### config.mk
export PLATFORM = sky130hd
export DESIGN_NAME = hazard_ctrl_flat
export DESIGN_NICKNAME = d
export VERILOG_FILES = /design/src/rtl/hazard_ctrl_if.sv /design/src/rtl/hazard_ctrl.sv /design/src/flat_wrapper.sv
export SDC_FILE = /design/constraint.sdc
export NUM_CORES = 1
export LEC_CHECK = 0
export ABC_CLOCK_PERIOD_IN_PS = 2800
export CAP_MARGIN = 20
export CORE_MARGIN = 3
export CORE_UTILIZATION = 30
export DETAILED_ROUTE_END_ITERATION = 10
export SLEW_MARGIN = 30
export SYNTH_ARGS = -nofsm -noshare
export SYNTH_HDL_FRONTEND = slang
export SYNTH_SLANG_ARGS = --single-unit
### constraint.sdc
create_clock -name clk -period 2.8 [get_ports clk]
set_clock_uncertainty 0.1 [all_clocks]
set_input_delay 0.56 -clock clk [delete_from_list [all_inputs] [get_ports clk]]
set_output_delay 0.56 -clock clk [all_outputs]
set_load 0.01 [all_outputs]
### src/rtl/hazard_ctrl_if.sv
`default_nettype none
// ============================================================================
// Module      : hazard_ctrl_if
// Description : Decode-side handshake bundle for the hazard/bypass controller.
//               Carries the decode operand/destination description and the
//               redirect strobe in, and the stall/kill/forwarding results out.
// Revision    : 1.0 - initial release
// ============================================================================
interface hazard_ctrl_if #(
    parameter int NSTAGES = 2,
    parameter int REGW    = 5,
    parameter int CNTW    = 32
);
    // Forwarding code width: enough to encode 0 (regfile) .. NSTAGES.
    localparam int c_fw = $clog2(NSTAGES + 1);

    logic            id_valid;
    logic [REGW-1:0] id_rs1;
    logic [REGW-1:0] id_rs2;
    logic            id_rs1_used;
    logic            id_rs2_used;
    logic [REGW-1:0] id_rd;
    logic            id_we;
    logic            id_is_load;
    logic            ex_redirect;

    logic            stall;
    logic            kill;
    logic [c_fw-1:0] fwd_a;
    logic [c_fw-1:0] fwd_b;
    logic [CNTW-1:0] stall_cnt;

    // Pipeline control side: describes the decode slot, consumes decisions.
    modport master (
        output id_valid, id_rs1, id_rs2, id_rs1_used, id_rs2_used,
               id_rd, id_we, id_is_load, ex_redirect,
        input  stall, kill, fwd_a, fwd_b, stall_cnt
    );

    // Hazard controller side.
    modport slave (
        input  id_valid, id_rs1, id_rs2, id_rs1_used, id_rs2_used,
               id_rd, id_we, id_is_load, ex_redirect,
        output stall, kill, fwd_a, fwd_b, stall_cnt
    );
endinterface
`default_nettype wire

### src/rtl/hazard_ctrl.sv
`default_nettype none
// ============================================================================
// Module      : hazard_ctrl
// Description : Parametrised hazard and bypass controller. Tracks destination
//               registers of the NSTAGES instructions ahead of decode, emits
//               registered forwarding codes, a combinational load-use stall,
//               a multi-cycle kill window after a redirect and a saturating
//               stall-cycle counter.
// Revision    : 1.0 - initial release
// ============================================================================
module hazard_ctrl #(
    parameter int NSTAGES     = 2,
    parameter int LOAD_DIST   = 2,
    parameter int KILL_CYCLES = 1,
    parameter int REGW        = 5,
    parameter int CNTW        = 32
) (
    input  wire logic     clk,
    input  wire logic     reset,
    hazard_ctrl_if.slave  bus
);
    // Forwarding code width and kill counter width.
    localparam int c_fw = $clog2(NSTAGES + 1);
    localparam int c_kw = $clog2(KILL_CYCLES + 1);

    localparam logic [c_kw-1:0] c_kill_load = c_kw'(KILL_CYCLES);
    localparam logic [c_kw-1:0] c_kill_one  = c_kw'(1);
    localparam logic [CNTW-1:0] c_cnt_one   = CNTW'(1);

    // ------------------------------------------------------------------
    // In-flight tracker. Index 1 is the instruction now in X, index k is
    // k stages ahead of decode. A bubble is stored with every field clear.
    // ------------------------------------------------------------------
    logic            r_v  [1:NSTAGES];
    logic [REGW-1:0] r_rd [1:NSTAGES];
    logic            r_we [1:NSTAGES];
    logic            r_ld [1:NSTAGES];

    logic [c_kw-1:0] r_kc;
    logic [c_fw-1:0] r_fwd_a;
    logic [c_fw-1:0] r_fwd_b;
    logic [CNTW-1:0] r_cnt;

    logic [NSTAGES:1] w_match_a;
    logic [NSTAGES:1] w_match_b;
    logic [c_fw-1:0]  w_dist_a;
    logic [c_fw-1:0]  w_dist_b;
    logic             w_lduse_a;
    logic             w_lduse_b;
    logic             w_kill;
    logic             w_stall;
    logic             w_issue;

    // Per-entry producer match for each operand. x0 is never a dependency,
    // and an unread operand never creates one.
    generate
        for (genvar k = 1; k <= NSTAGES; k++) begin : g_match
            assign w_match_a[k] = bus.id_rs1_used && r_v[k] && r_we[k] &&
                                  (r_rd[k] == bus.id_rs1) && (bus.id_rs1 != '0);
            assign w_match_b[k] = bus.id_rs2_used && r_v[k] && r_we[k] &&
                                  (r_rd[k] == bus.id_rs2) && (bus.id_rs2 != '0);
        end
    endgenerate

    // Youngest-match priority pick: scan oldest to youngest so the nearest
    // producer overwrites. A load match too close to be forwardable flags a
    // load-use hazard.
    always_comb begin
        w_dist_a  = '0;
        w_dist_b  = '0;
        w_lduse_a = 1'b0;
        w_lduse_b = 1'b0;
        for (int k = NSTAGES; k >= 1; k--) begin
            if (w_match_a[k]) begin
                w_dist_a  = c_fw'(k);
                w_lduse_a = r_ld[k] && (k < LOAD_DIST);
            end
            if (w_match_b[k]) begin
                w_dist_b  = c_fw'(k);
                w_lduse_b = r_ld[k] && (k < LOAD_DIST);
            end
        end
    end

    // Kill is a pure function of the counter register, so it carries no
    // combinational path from the decode inputs.
    assign w_kill = (r_kc != '0);

    // A redirect or an active kill window squashes decode, so neither can
    // coexist with a stall; stall is also held low while reset is asserted.
    assign w_stall = reset && bus.id_valid && !w_kill && !bus.ex_redirect &&
                     (w_lduse_a || w_lduse_b);

    assign w_issue = bus.id_valid && !w_stall && !w_kill && !bus.ex_redirect;

    // Tracker shift: decode enters slot 1 on issue, otherwise a bubble.
    always_ff @(posedge clk) begin
        if (!reset) begin
            for (int k = 1; k <= NSTAGES; k++) begin
                r_v[k]  <= 1'b0;
                r_rd[k] <= '0;
                r_we[k] <= 1'b0;
                r_ld[k] <= 1'b0;
            end
        end else begin
            r_v[1]  <= w_issue;
            r_rd[1] <= w_issue ? bus.id_rd : '0;
            r_we[1] <= w_issue && bus.id_we;
            r_ld[1] <= w_issue && bus.id_is_load;
            for (int k = 2; k <= NSTAGES; k++) begin
                r_v[k]  <= r_v[k-1];
                r_rd[k] <= r_rd[k-1];
                r_we[k] <= r_we[k-1];
                r_ld[k] <= r_ld[k-1];
            end
        end
    end

    // Forwarding codes for the instruction entering X; a bubble reads regfile.
    always_ff @(posedge clk) begin
        if (!reset) begin
            r_fwd_a <= '0;
            r_fwd_b <= '0;
        end else begin
            r_fwd_a <= w_issue ? w_dist_a : '0;
            r_fwd_b <= w_issue ? w_dist_b : '0;
        end
    end

    // Kill window counter: a redirect (re)loads the full window, otherwise
    // it drains one slot per cycle.
    always_ff @(posedge clk) begin
        if (!reset) begin
            r_kc <= '0;
        end else if (bus.ex_redirect) begin
            r_kc <= c_kill_load;
        end else if (r_kc != '0) begin
            r_kc <= r_kc - c_kill_one;
        end
    end

    // Saturating stall-cycle counter for performance CSRs.
    always_ff @(posedge clk) begin
        if (!reset) begin
            r_cnt <= '0;
        end else if (w_stall && (r_cnt != '1)) begin
            r_cnt <= r_cnt + c_cnt_one;
        end
    end

    assign bus.stall     = w_stall;
    assign bus.kill      = w_kill;
    assign bus.fwd_a     = r_fwd_a;
    assign bus.fwd_b     = r_fwd_b;
    assign bus.stall_cnt = r_cnt;

endmodule
`default_nettype wire

### src/flat_wrapper.sv
// flat-port wrapper written by rule: the top's interface ports become plain ports
module hazard_ctrl_flat 
#(
    parameter int NSTAGES     = 2,
    parameter int LOAD_DIST   = 2,
    parameter int KILL_CYCLES = 1,
    parameter int REGW        = 5,
    parameter int CNTW        = 32
)
  (clk, reset, bus_id_valid, bus_id_rs1, bus_id_rs2, bus_id_rs1_used, bus_id_rs2_used, bus_id_rd, bus_id_we, bus_id_is_load, bus_ex_redirect, bus_stall, bus_kill, bus_fwd_a, bus_fwd_b, bus_stall_cnt);
  hazard_ctrl_if #(.NSTAGES(NSTAGES), .REGW(REGW), .CNTW(CNTW)) bus_i ();
  input  wire logic clk;
  input  wire logic reset;
  input wire logic [$bits(bus_i.id_valid)-1:0] bus_id_valid;
  input wire logic [$bits(bus_i.id_rs1)-1:0] bus_id_rs1;
  input wire logic [$bits(bus_i.id_rs2)-1:0] bus_id_rs2;
  input wire logic [$bits(bus_i.id_rs1_used)-1:0] bus_id_rs1_used;
  input wire logic [$bits(bus_i.id_rs2_used)-1:0] bus_id_rs2_used;
  input wire logic [$bits(bus_i.id_rd)-1:0] bus_id_rd;
  input wire logic [$bits(bus_i.id_we)-1:0] bus_id_we;
  input wire logic [$bits(bus_i.id_is_load)-1:0] bus_id_is_load;
  input wire logic [$bits(bus_i.ex_redirect)-1:0] bus_ex_redirect;
  output wire logic [$bits(bus_i.stall)-1:0] bus_stall;
  output wire logic [$bits(bus_i.kill)-1:0] bus_kill;
  output wire logic [$bits(bus_i.fwd_a)-1:0] bus_fwd_a;
  output wire logic [$bits(bus_i.fwd_b)-1:0] bus_fwd_b;
  output wire logic [$bits(bus_i.stall_cnt)-1:0] bus_stall_cnt;
  assign bus_i.id_valid = bus_id_valid;
  assign bus_i.id_rs1 = bus_id_rs1;
  assign bus_i.id_rs2 = bus_id_rs2;
  assign bus_i.id_rs1_used = bus_id_rs1_used;
  assign bus_i.id_rs2_used = bus_id_rs2_used;
  assign bus_i.id_rd = bus_id_rd;
  assign bus_i.id_we = bus_id_we;
  assign bus_i.id_is_load = bus_id_is_load;
  assign bus_i.ex_redirect = bus_ex_redirect;
  assign bus_stall = bus_i.stall;
  assign bus_kill = bus_i.kill;
  assign bus_fwd_a = bus_i.fwd_a;
  assign bus_fwd_b = bus_i.fwd_b;
  assign bus_stall_cnt = bus_i.stall_cnt;
  hazard_ctrl #(.NSTAGES(NSTAGES), .LOAD_DIST(LOAD_DIST), .KILL_CYCLES(KILL_CYCLES), .REGW(REGW), .CNTW(CNTW)) u_core (.clk(clk), .reset(reset), .bus(bus_i));
endmodule
Word-level counts from Yosys, hierarchy flattened. Memories as Yosys holds them, arrays and structs flattened. Index checks and enable logic that the tools add are counted.

$mul: 0. $add $sub $neg: 2. Shift-type cells: 0. Multiplexer cells: 19. Equality and inequality tests: 5. Bitwise operators: 10. Reduce and logical (&&, ||, !) cells: 35. Divide/modulo/power cells: 0. Magnitude comparators: 0.

Operators with widths (number): adder 32 x 1 -> 32 bit, second input constant (1); inequality test 32 bit, second input constant (1); logical AND 1 bit (26); == test 5 bit (4); two-way mux 5 bit (3); two-way mux 1 bit (14); nonzero test 5 bit (2); bitwise OR 1 bit (8); OR reduction 3 bit (2); two-way mux 2 bit (2); logical NOT 1 bit (3); NOT 1 bit (2); AND reduction 2 bit (1); logical OR 1 bit (1); subtractor 1 bit, second input constant (1).

Bits in latches: 0. Bits in read-only memories: 0. Logic and storage cells: 81. Register bits: 37. Input bits: 23. Bits in writable memories: 16. Output and inout port bits: 38. Memories kept: 4.

Memories: u_core.r_rd (depth 2, bits a word 5, read ports 2, clocked after Yosys merged registers in 0, write ports 2, line hazard_ctrl.sv:35) `logic [REGW-1:0] r_rd [1:NSTAGES];`; u_core.r_ld (depth 2, bits a word 1, read ports 1, clocked after Yosys merged registers in 0, write ports 2, line hazard_ctrl.sv:37) `logic r_ld [1:NSTAGES];`; u_core.r_v (depth 2, bits a word 1, read ports 2, clocked after Yosys merged registers in 0, write ports 2, line hazard_ctrl.sv:34) `logic r_v [1:NSTAGES];`; u_core.r_we (depth 2, bits a word 1, read ports 2, clocked after Yosys merged registers in 0, write ports 2, line hazard_ctrl.sv:36) `logic r_we [1:NSTAGES];`.

Logic depth before layout (Yosys ltp). Gate-level depths: netlist of run 1. An unclocked memory read counts as a cell.

Depth in word-level cells: 14. Gate-level depth with buffers: 8. Mapped depth without buffers: 6.

Worst setup path after synthesis of run 1. Ideal clock, no wire load.

Path kind: in2reg. From: input port bus_id_rs1[0]. To: register u_core.r_cnt[1], in the netlist u_core.bus.stall_cnt[1]. Setup time: 0.128 ns. Arrival time: 2.065 ns. Stages on the path: 8. Data required time: 2.572 ns. Setup slack: 0.507 ns. Buffers on the path: 2. Cells stage by stage: or4_1 -> o21ai_1 -> nor3_2 -> o211ai_2 -> buf_6 -> buf_6 -> mux2i_1 -> nor2_1.

Word-level cells in the longest chain between the ends: 7. Elaborated cells on any way between the ends: 8. Those cells by class: eq/ne (1); mux (1); reduce/logical (6).

Ends and longest elaborated chain: start: declaration (line flat_wrapper.sv:15) `input wire logic [$bits(bus_i.id_rs1)-1:0] bus_id_rs1;`; == test 5 bit (line hazard_ctrl.sv:59) `(r_rd[k] == bus.id_rs1) && (bus.id_rs1 != '0);`; logical AND 1 bit (line hazard_ctrl.sv:58) `assign w_match_a[k] = bus.id_rs1_used && r_v[k] && r_we[k] &&`; logical AND 1 bit * (line hazard_ctrl.sv:59); two-way mux 1 bit * (line hazard_ctrl.sv:74) `if (w_match_a[k]) begin`; logical OR 1 bit * (line hazard_ctrl.sv:92) `(w_lduse_a || w_lduse_b);`; logical AND 1 bit * (line hazard_ctrl.sv:91) `assign w_stall = reset && bus.id_valid && !w_kill && !bus.ex_redirect &&`; logical AND 1 bit * (line hazard_ctrl.sv:146) `end else if (w_stall && (r_cnt != '1)) begin`; end signal: assignment (line hazard_ctrl.sv:147) `r_cnt <= r_cnt + c_cnt_one;`; end: declaration (line hazard_ctrl.sv:42) `logic [CNTW-1:0] r_cnt;`.

Mark *: on every way between the ends. The rest lies on a longest branch, timed or not. A chain may end at the register's enable or synchronous reset.

Final worst setup path of run 1.
From: input port bus_id_rs1[1]. To: output port bus_stall.

Word-level cells in the longest chain between the ends: 6. Elaborated cells on any way between the ends: 7. Those cells by class: eq/ne (1); mux (1); reduce/logical (5).

Ends and longest elaborated chain: == test 5 bit (line hazard_ctrl.sv:59); logical AND 1 bit (line hazard_ctrl.sv:58); logical AND 1 bit * (line hazard_ctrl.sv:59); two-way mux 1 bit * (line hazard_ctrl.sv:74); logical OR 1 bit * (line hazard_ctrl.sv:92); logical AND 1 bit * (line hazard_ctrl.sv:91); end: declaration (line flat_wrapper.sv:23) `output wire logic [$bits(bus_i.stall)-1:0] bus_stall;`.

Marked as above.

==> results of run 1 <==
cell families (layout without fill, tap and decap cells):
family                   Yosys count  in the layout  synth area share (%)
multiplexers                       3              3                  1.23
AND/OR/NAND/NOR                  125            125                  30.8
buffers and inverters             15             98                  3.58
flip-flops                        52             52                  42.6
XOR/XNOR                          21             21                  7.52
AO/OA/AOI/OAI                     60             60                  13.8
adder cells (fa/ha/maj)            1              1                 0.511
flip-flops by register name, summed over array words and instances, names as in the netlist:
signal / flops
u_core.bus.fwd_b: 2
u_core.bus.stall_cnt: 32
u_core.bus.fwd_a: 2
u_core.r_v: 2
u_core.r_ld: 1
u_core.bus.kill: 1
u_core.r_rd: 10
u_core.r_we: 2
area by class of cell:
class / instances / area, um^2 / area share [%]
Multi-Input combinational cell: 210 / 1350 / 39.2
Timing Repair Buffer: 86 / 825 / 24.0
Tap cell: 102 / 128 / 3.71
Clock buffer: 5 / 68.8 / 2.00
Sequential cell: 52 / 1040 / 30.3
Clock inverter: 2 / 12.5 / 0.364
Inverter: 5 / 18.8 / 0.545
final timing paths:
check	from	end	slack, ps
max	bus_id_rs1[1]	bus_stall	40
min	u_core.r_we[2]	u_core.bus.fwd_a[1]	390
max reg2reg	u_core.bus.stall_cnt[3]	u_core.bus.stall_cnt[15]	480
min reg2reg	u_core.r_we[2]	u_core.bus.fwd_a[1]	390
timing repair:
action,4_1_cts,5_1_grt
setup endpoints to repair,1,2
resized for setup,9,7
hold endpoints to repair,0,0
cloned,0,0
pin swaps,2,3
worst max-delay path, delay by kind of cell:
| kind | cells | cell delay (ps) |
|---|---|---|
| and+or+nand+nor | 2 | 610 |
| AOI/OAI and AO/OA | 2 | 360 |
| buffers and inverters | 2 | 580 |
power breakdown:
part / switching (mW) / internal (mW) / leakage, nW
combinational: 0.0384 / 0.0561 / 0.740
clock: 0.246 / 0.170 / 0.0400
sequential: 0.00400 / 0.744 / 0.420
total: 0.288 / 0.970 / 1.20
cells in the mapped netlist, drive strengths merged, types with 3 or more instances:
cell / n / area, um^2
or3: 23 / 148
and3: 12 / 75.1
nor4: 3 / 33.8
o31ai: 5 / 37.5
xor2: 7 / 61.3
and4: 5 / 43.8
a21oi: 26 / 130
clkbuf: 6 / 23.8
or4: 7 / 52.6
o21ai: 23 / 115
nand2: 19 / 73.8
inv: 5 / 18.8
dfxtp: 52 / 1040
nor3: 11 / 65.1
mux2i: 3 / 30.0
nand4: 11 / 83.8
buf: 4 / 45.0
and2: 12 / 75.1
nand3: 15 / 75.1
nor2: 6 / 22.5
xnor2: 14 / 123
layer usage:
metal / wire (um) / share of wire (%)
met1: 3080 / 48
met2: 2960 / 46
met3: 306 / 4.7
met4: 93 / 1.4
met5: 0 / 0
metrics by stage:
stage	hold WS, ps	TNS [ps]	instance area (um^2)	instances	setup WS [ps]
6_report	391	0	3440	462	35.4
4_1_cts	398	0	3420	462	5.14
5_1_grt	404	0	3440	462	3.17
2_1_floorplan	356	0	2450	277	507
3_5_place_dp	384	-4160	3330	455	-367
3_3_place_gp	366	-2830	3330	455	-338
==> flow_metrics.tcl, run 1 <==
set metrics [dict create \
    status "finished, final reports clean" \
    grt_usage_pct 14.5 \
    rsz0062_at_grt "no" \
    critPathKind "in2out" \
    slew_violations 0 \
    dieWidth_um 96.3 \
    crit_path_start_kind "input pin" \
    wl_per_cell_um 13.9 \
    routed_wl_um 6440 \
    grt_first_pass_wirelength_um 10500 \
    via_count 2339 \
    cts_root_buf "clkbuf_8" \
    path_clk_slew_ps 90 \
    grt_max_degree 29 \
    grt_pass1_vias 2240 \
    overflow 0 \
    clockBufferDepth 2 \
    cts_max_level 2 \
    cts_hold_buf 0 \
    hold_depth 1 \
    power_density_nw_per_um2 366 \
    yosysWarnings 0 \
    ff2ff_path_depth 6 \
    ys.flop_type "dfxtp_1" \
    synthCells 277 \
    synth-edff-count 0 \
    rows 32 \
    cts_buffers 5 \
    io_buffers 60 \
    cts_tree "built" \
    synth_area_per_cell_um2 8.83 \
    initial_core_util_pct 31.3 \
    cp_slowest_cell "or4_4" \
    setup_violations 0 \
    fin_util_pct 44.1 \
    num-fill-cells 783 \
    antenna_cells 0 \
    crit_required_ps 2140 \
    min_path_type "reg2reg" \
    cp_data_arrival_time_ps 2100 \
    slew_headroom_pct 66.5 \
    synthToLayoutAreaGrowth_pct 40.7 \
    worst_pin_slew_ps 501 \
    irDropWorstVdd_mv 0.224 \
    seq_area_frac_synth_pct 42.6 \
    top_usage_layer "met2" \
    fmax_mhz 362 \
    totalPowerFinal_mw 1.26 \
    gr-usage-met1_pct 18.6 \
    nets 384 \
    postCtsSetupBuffers 0 \
    antenna_found_initial 0 \
    place.gp.congestion 0.812 \
    fin_crit_sh_pct 98.7 \
    syn_area_um2 2450 \
    hold_violations 0 \
    mostFrequentLayoutCell "clkdlybuf4s50_1" \
    core_um2 7810 \
    vias_per_cell 5.06 \
    clock-sinks 52 \
    dieArea_um2 9270 \
    async_flop_share_pct 0 \
    first_iter_violations 65 \
    met3_usage_pct 3.05 \
    boundaryPins 61 \
    synth-seq-cells 52 \
    grt_util_met2_pct 23.9 \
    leakagePower_nw 1.20 \
    remaining_drc_errors 0 \
    synthesis.nets 301 \
    final_cell_mix "clkdlybuf4s50_1, dfxtp_1, a21oi_1" \
    end_kind "primary output" \
    path_max_fanout 2 \
    dp_hpwl_um 4650 \
    max_stage_delay_ps 540 \
    min_period_ps 2760 \
    max-cap-violations 0 \
    die_h_um 96.3 \
    ant_nets 0 \
    drt-pass1-iter-count 6 \
    cp_cell_sequence "clkdlybuf4s50_1, or4_4, o21ai_4, nor3_2, o21a_1, buf_2" \
    drive_gt1_share_pct 13.3 \
    insertion_delay_ps 310 \
    synth_cell_types 36 \
]
Power figures use the tool's default switching activity.
==> inputs of run 2 (changes only) <==
--- a/config.mk
+++ b/config.mk
@@ -10,6 +10,8 @@
 export CORE_MARGIN = 3
 export CORE_UTILIZATION = 30
 export DETAILED_ROUTE_END_ITERATION = 10
+export GPL_TIMING_DRIVEN = 0
+export PLACE_DENSITY = 0.54
 export SLEW_MARGIN = 30
 export SYNTH_ARGS = -nofsm -noshare
 export SYNTH_HDL_FRONTEND = slang
==> run 2 against run 1 <==
Against the previous run: cell count shrank 2.4%; worst setup slack better by 61 ps; register-to-register slack about the same; critical path depth did not move; combinational power shrank 14%; critical endpoint unchanged; sequential share of layout area is 0.96 points higher; worst hold slack got worse by 19 ps; global-route usage rose by 0.82 points; clock-buffer cell count increased by 2; highest routed layer unchanged.
==> flow_metrics.tcl, run 2 (same netlist as run 1, synthesis figures left out) <==
set metrics [dict create \
    status "finished, final reports clean" \
    wl_per_cell_um 15.0 \
    final_cell_mix "dfxtp_1, clkdlybuf4s50_1, a21oi_1" \
    grt_usage_pct 15.3 \
    routed_wl_um 6750 \
    power_density_nw_per_um2 382 \
    totalPowerFinal_mw 1.27 \
    grt_first_pass_wirelength_um 11100 \
    max_stage_delay_ps 560 \
    insertion_delay_ps 300 \
    first_iter_violations 107 \
    hold_violations 0 \
    drt-pass1-iter-count 4 \
    clockPowerShare_pct 34.8 \
    path_clk_slew_ps 90 \
    p_sw_mw 0.284 \
    grt_pass1_vias 2240 \
    crit_path_start_kind "input pin" \
    clock-sinks 52 \
    rsz0062_at_grt "no" \
    via_count 2310 \
    slew_headroom_pct 36.8 \
    critPathKind "in2out" \
    top_usage_layer "met2" \
    rrSetupSlack_ps 470 \
    intPower_mw 0.989 \
    nets 372 \
    cts_tree "built" \
    overflow 0 \
    critical_path_buf_inv_count 2 \
    antenna_cells 0 \
    leakagePower_nw 1.13 \
    remaining_drc_errors 0 \
    die_h_um 96.3 \
    cts_max_level 2 \
    dieArea_um2 9270 \
    cp_data_arrival_time_ps 2040 \
    slew_violations 0 \
    cts_root_buf "clkbuf_8" \
    cp_cell_sequence "dlygate4sd2_1, or4_4, o21ai_4, nor3_4, o21a_1, buf_2" \
    synthToLayoutAreaGrowth_pct 36.3 \
    setup_violations 0 \
    met3_usage_pct 3.60 \
    min_path_type "reg2reg" \
    initial_core_util_pct 31.3 \
    rows 32 \
    end_kind "primary output" \
    place.gp.congestion 0.759 \
    gr-usage-met1_pct 19.7 \
    dieWidth_um 96.3 \
    vias_per_cell 5.12 \
    boundaryPins 61 \
    cp_slowest_cell "or4_4" \
    path_delay_family "simple AND/OR/NAND/NOR gates" \
    path_max_fanout 3 \
    min_period_ps 2700 \
    antenna_found_initial 0 \
    core_um2 7810 \
    fmax_mhz 370 \
    combPwrFrac_pct 6.4 \
    swShare_pct 22.3 \
    fin_crit_sh_pct 96.6 \
    ant_nets 0 \
    num-fill-cells 797 \
    grt_util_met2_pct 25.8 \
    worst_pin_slew_ps 941 \
    mostFrequentLayoutCell "dfxtp_1" \
    dp_hpwl_um 4870 \
    io_buffers 60 \
    irDropWorstVdd_mv 0.175 \
    crit_required_ps 2140 \
    pwr-share-seq_pct 58.8 \
    largest_register_ff_count 32 \
    fin_util_pct 42.7 \
    max-cap-violations 0 \
    drive_gt1_share_pct 9.17 \
    cts_buffers 5 \
    grt_max_degree 16 \
    cts_hold_buf 0 \
    clockBufferDepth 2 \
]
[run 2: repair_timing]
action,CTS,global route
setup buffers,2,2
setup endpoints to repair,1,2
gates resized for setup,21,3
cloned,0,0
pin swaps,4,3
[run 2: routing by layer]
layer	wire [um]	part of all wire [%]
met5	0	0
met4	59	0.87
met3	390	5.8
met2	3200	47
met1	3100	46
[run 2: final cells by class]
type                    count  area [um^2]  share of cell area [%]
plain buffers              10         68.8                    2.06
repair buffers             64          619                    18.6
inverters                   5         18.8                   0.563
flip-flops and latches     52         1040                    31.2
multi-input cells         210         1370                    40.9
well taps                 102          128                    3.83
clock buffers               7         86.3                    2.59
clock inverters             1         7.51                   0.225
[run 2: metrics by stage]
stage | instances | hold WS, ps | cell area, um^2 | worst slack, ps | TNS (ps)
global placement | 439 | 368 | 3170 | -544 | -6780
detailed placement | 439 | 375 | 3170 | -509 | -6040
global route | 451 | 399 | 3330 | 80.5 | 0
finish | 451 | 373 | 3330 | 96.1 | 0
CTS | 449 | 385 | 3320 | 3.39 | 0
floorplan | 277 | 356 | 2450 | 507 | 0
[run 2: power by group through the flow]
stage               clock network, mW  logic, mW  registers, mW
floorplan                           0     0.0311          0.765
global placement                    0     0.0799          0.765
detailed placement                  0     0.0799          0.765
CTS                             0.462     0.0815          0.748
global route                    0.496     0.0890          0.749
finish                          0.443     0.0814          0.748
[run 2: worst paths after layout]
| kind | startpoint | to | cells after the start |
|---|---|---|---|
| worst min-delay path | u_core.r_we[2] | u_core.bus.fwd_a[1] | 1 |
| worst min register to register | u_core.r_we[2] | u_core.bus.fwd_a[1] | 1 |
| worst max-delay path | bus_id_rs2[0] | bus_stall | 6 |
| worst max register to register | u_core.bus.stall_cnt[3] | u_core.bus.stall_cnt[25] | 5 |
